File: config.mk
export PLATFORM = sky130hd
export DESIGN_NAME = seq_divider
export DESIGN_NICKNAME = d
export VERILOG_FILES = /design/src/rtl/seq_divider.sv
export SDC_FILE = /design/constraint.sdc
export NUM_CORES = 1
export LEC_CHECK = 0
export ABC_AREA = 1
export CORE_MARGIN = 2
export CORE_UTILIZATION = 35
export DETAILED_ROUTE_END_ITERATION = 8
export PLACE_DENSITY = 0.61
export SLEW_MARGIN = 20
export SYNTH_ARGS = -nofsm -noshare
export SYNTH_HDL_FRONTEND = slang
export SYNTH_SLANG_ARGS = --single-unit
File: constraint.sdc
create_clock -name clk -period 2.1 [get_ports clk]
set_clock_uncertainty 0.1 [all_clocks]
set_input_delay 0.63 -clock clk [delete_from_list [all_inputs] [get_ports clk]]
set_output_delay 0.63 -clock clk [all_outputs]
set_load 0.02 [all_outputs]
File: src/rtl/seq_divider.sv
// Iterative restoring divider: one quotient bit per cycle, Run/Ready/Busy handshake, divide-by-zero flag.
// Optional two's-complement support is enabled with `define SEQ_DIVIDER_SIGNED_EN.
module seq_divider #(
    parameter int WIDTH = 32,
    parameter int CNT_W = $clog2(WIDTH)
) (
    input  logic             clk,
    input  logic             Reset_n,
    input  logic             Run,
    input  logic             Signed_mode,
    input  logic [WIDTH-1:0] Dividend,
    input  logic [WIDTH-1:0] Divisor,
    output logic [WIDTH-1:0] Quotient,
    output logic [WIDTH-1:0] Remainder,
    output logic             Ready,
    output logic             Busy,
    output logic             Div_zero
);

    typedef enum logic [1:0] {
        IDLE,
        CALC,
        FIX
    } state_t;

    state_t           state;
    logic [WIDTH-1:0] rem;
    logic [WIDTH-1:0] q;
    logic [WIDTH-1:0] dvs;
    logic [CNT_W-1:0] cnt;
    logic             zero;
    logic             neg_q;
    logic             neg_r;

    logic [WIDTH:0]   shifted;
    logic [WIDTH:0]   diff;
    logic [WIDTH-1:0] dividend_in;
    logic [WIDTH-1:0] divisor_in;
    logic             neg_q_in;
    logic             neg_r_in;
    logic [WIDTH-1:0] q_res;
    logic [WIDTH-1:0] r_res;

`ifdef SEQ_DIVIDER_SIGNED_EN
    function automatic logic [WIDTH-1:0] magnitude(input logic [WIDTH-1:0] v, input logic en);
        return (en && v[WIDTH-1]) ? -v : v;
    endfunction

    always_comb begin
        dividend_in = magnitude(Dividend, Signed_mode);
        divisor_in  = magnitude(Divisor, Signed_mode);
        neg_q_in    = Signed_mode & (Dividend[WIDTH-1] ^ Divisor[WIDTH-1]);
        neg_r_in    = Signed_mode & Dividend[WIDTH-1];
        q_res       = neg_q ? -q : q;
        r_res       = neg_r ? -rem : rem;
    end
`else
    logic signed_mode_unused;

    always_comb begin
        dividend_in = Dividend;
        divisor_in  = Divisor;
        neg_q_in    = 1'b0;
        neg_r_in    = 1'b0;
        q_res       = q;
        r_res       = rem;
    end

    assign neg_q              = 1'b0;
    assign neg_r              = 1'b0;
    assign signed_mode_unused = Signed_mode;
`endif

    // The kept partial remainder is always below the divisor, so WIDTH bits hold it;
    // only the shifted trial value needs the extra bit.
    assign shifted = {rem, q[WIDTH-1]};
    assign diff    = shifted - {1'b0, dvs};

    always_ff @(posedge clk or negedge Reset_n) begin
        if (!Reset_n) begin
            state     <= IDLE;
            Quotient  <= '0;
            Remainder <= '0;
            Ready     <= 1'b0;
            Busy      <= 1'b0;
            Div_zero  <= 1'b0;
            cnt       <= '0;
            rem       <= '0;
            q         <= '0;
            dvs       <= '0;
            zero      <= 1'b0;
`ifdef SEQ_DIVIDER_SIGNED_EN
            neg_q     <= 1'b0;
            neg_r     <= 1'b0;
`endif
        end else begin
            case (state)
                IDLE: begin
                    if (Run) begin
                        Ready    <= 1'b0;
                        Div_zero <= 1'b0;
                        Busy     <= 1'b1;
                        dvs      <= divisor_in;
                        rem      <= '0;
                        cnt      <= '0;
`ifdef SEQ_DIVIDER_SIGNED_EN
                        neg_q    <= neg_q_in;
                        neg_r    <= neg_r_in;
`endif
                        // Divide-by-zero keeps the raw dividend in q for the remainder output.
                        if (Divisor == '0) begin
                            zero  <= 1'b1;
                            q     <= Dividend;
                            state <= FIX;
                        end else begin
                            zero  <= 1'b0;
                            q     <= dividend_in;
                            state <= CALC;
                        end
                    end
                end
                CALC: begin
                    rem <= diff[WIDTH] ? shifted[WIDTH-1:0] : diff[WIDTH-1:0];
                    q   <= {q[WIDTH-2:0], ~diff[WIDTH]};
                    cnt <= cnt + CNT_W'(1);
                    if (cnt == CNT_W'(WIDTH - 1)) begin
                        state <= FIX;
                    end
                end
                FIX: begin
                    if (zero) begin
                        Quotient  <= '1;
                        Remainder <= q;
                        Div_zero  <= 1'b1;
                    end else begin
                        Quotient  <= q_res;
                        Remainder <= r_res;
                    end
                    Ready <= 1'b1;
                    Busy  <= 1'b0;
                    state <= IDLE;
                end
                default: state <= IDLE;
            endcase
        end
    end

`ifndef SEQ_DIVIDER_SIGNED_EN
    logic neg_in_unused;
    assign neg_in_unused = neg_q_in | neg_r_in;
`endif

endmodule

==> metrics.csv <==
metric;value;unit
syn_nets;1521;
final_util;0.4957;
antenna_found_initial;0;
cp_slowest_cell;dfrtp_1;
drv_slew;0;
run_status;complete, but fails checks;
vias;9601;
grt_pass1_vias;9302;
synth_top_area_frac;0.4281;
cpPeakStageDelay;0.39;ns
ant_nets;0;
multi_input_area;0.004791;mm²
clk_latency;0.44;ns
grt_max_degree;96;
fmax;423.3;MHz
crit_chain;inv_2 -> ha_4 -> inv_2 -> fa_2 -> nand2_2 -> nand2_2 -> nand3_2 -> nand2_2 -> nand2_2 -> nand2_4 -> nand2_8 -> nand2_8 -> nand2_4 -> nand2_8 -> buf_12 -> nand2_1 -> nand2_1 -> nand2_1 -> nand2_1;
layout-drive-gt1-share;0.1611;
netlist_area;0.009995;mm²
fin_ws;-0.2622;ns
hold_viol;0;
rows;61;
final_common_cell;nand2_1;
gp_congestion;0.9376;
cts.sink_count;171;
initial_core_util;0.3578;
crit_arrival;2.59;ns
cap_violations;0;
critPathCaptureType;register;
wl_per_cell;13.91;µm
core_region_area;0.02793;mm²
portBuffers;133;
synthArstFlopShare;1.000;
netlist_top_cells_area;dfrtp_1, nand2_1, inv_1;
die-width;173.0;µm
fillers;2835;
via_per_inst;4.631;
setup_viol;33;
hold_class;register to register;
required;2.33;ns
setup-tns-final;-6.543;ns
area_growth;38.56;%
clockBufferDepth;2;
fin_crit_sh;1.125;
grt_pass1_wl;47630;µm
fin_crit;2.362;ns
critPathKind;register to register;
cp-start-kind;register;
cts_tree;done;
pin_count;135;
ys_warn_count;0;
die-area;0.02992;mm²
synth_area_per_cell;7.048;µm²
relSlewSlack;0.7308;
synth_edf_count;0;
synthFlopType;dfrtp_1;
seq_area;0.004283;mm²
yosysSeqAreaShare;0.4281;
die_y;173.0;µm
path_clk_slew;0.07;ns
ys_types;38;
grt_usage;0.1962;
h-tree-depth;4;
tightestPinTransition;0.4039;ns
dp_hpwl;21710;µm
violations;setup timing;
netlist_instances;1418;
nets;1785;
cts_buffers;17;
gr-total-overflow;0;
rsz0062_at_grt;true;
synth_seq_cells;171;
routed_wl;28840;µm
clockRootBuffer;clkbuf_16;
drt_iter0_drc;771;
drc_errors;0;
synth_top_area_cell;dfrtp_1;
critical_path_peak_fanout;5;
dr.pass1.iters;6;
diodes;0;
mostFrequentLayoutCells;nand2_1, inv_1, dfrtp_1, buf_4, nor2_1;
==> layout make-up <==
class | count | area share
timing repair buffer | 298 | 0.1990
inverter | 256 | 0.06939
tap | 378 | 0.03415
clock inverter | 14 | 0.01048
sequential | 171 | 0.3093
clock buffer | 18 | 0.03171
multi-input combinational | 938 | 0.3460
==> through the flow <==
| stage | std cells | cell area [µm²] | hold slack, ns | worst slack [ns] |
|---|---|---|---|---|
| finish | 2073 | 13850 | 0.3811 | -0.2622 |
| global route | 2073 | 13850 | 0.4035 | -0.4034 |
| CTS | 2068 | 13600 | 0.3861 | -0.2339 |
| detailed placement | 2034 | 13000 | 0.3730 | -0.2658 |
| global placement | 2034 | 13000 | 0.3585 | -0.2553 |
| floorplan | 1418 | 10030 | 0.2344 | -0.05671 |
==> logic make-up after synthesis <==
group                    count (synthesis)  share of synthesized area
AO/OA/AOI/OAI                          221                     0.1218
buffers and inverters                  309                     0.1204
AND/OR/NAND/NOR                        667                     0.2719
XOR/XNOR                                15                    0.01315
flip-flops                             171                     0.4281
adder cells (fa/ha/maj)                 35                    0.04457
==> synth_stat cells, drive strengths merged (2+ instances only) <==
cell type  number
a31oi          31
a22o            2
nand3b          4
o21bai          2
nor3            8
o22ai          31
dfrtp         171
and2            2
clkbuf         41
nor2          115
nand3          50
nand2         471
xnor2          14
nand4          15
a21oi          49
ha             34
inv           254
o21ai         102
buf            12
clkinv          2
==> per-layer routing <==
| metal | GRT usage | vias up | part of all wire |
|---|---|---|---|
| li1 | - | 4943 | - |
| met1 | 0.2839 | 4385 | 0.50 |
| met2 | 0.3002 | 237 | 0.44 |
| met3 | 0.03584 | 36 | 0.050 |
| met4 | 0.05438 | 0 | 0.018 |
| met5 | 0 | - | 0 |
==> critical path: cells and delay by family (launching register included) <==
kind	cells	cell delay (ns)
fa+ha+maj	2	0.48
buf+inv	3	0.29
flops	1	0.39
simple gates	14	0.99
==> repair_timing <==
item / in CTS / in global routing
endpoints found under the hold margin: 6 / 0
hold buffers: 1 / 0
pin swaps: 4 / 8
setup buffers: 0 / 4
cloned: 1 / 1
endpoints found under the setup margin: 100 / 33
gates resized for setup: 82 / 34
==> flip-flops by register name, indices dropped and copies added (netlist names), 2 cells and up <==
register   cells
r_res         32
state          2
Quotient      32
Remainder     32
dvs           32
cnt            5
q             32
==> worst paths after layout <==
| check | endpoint | cells after the start | start | slack (ns) |
|---|---|---|---|---|
| min in group asynchronous | Quotient[2]$_DFFE_PN0P_ | 2 | Reset_n | 0.57 |
| max in group asynchronous | r_res[20]$_DFFE_PN0P_ | 3 | Reset_n | 0.76 |
| worst max register to register | r_res[26]$_DFFE_PN0P_ | 19 | q[31]$_DFFE_PN0P_ | -0.26 |
| worst min-delay path | Div_zero$_DFFE_PN0P_ | 2 | Div_zero$_DFFE_PN0P_ | 0.38 |
| worst min register to register | Div_zero$_DFFE_PN0P_ | 2 | Div_zero$_DFFE_PN0P_ | 0.38 |
| worst max-delay path | r_res[26]$_DFFE_PN0P_ | 19 | q[31]$_DFFE_PN0P_ | -0.26 |
Power is left out: the tool's default activity adds up to more than one toggle a clock period on the data nets, which glitch-free logic cannot reach.
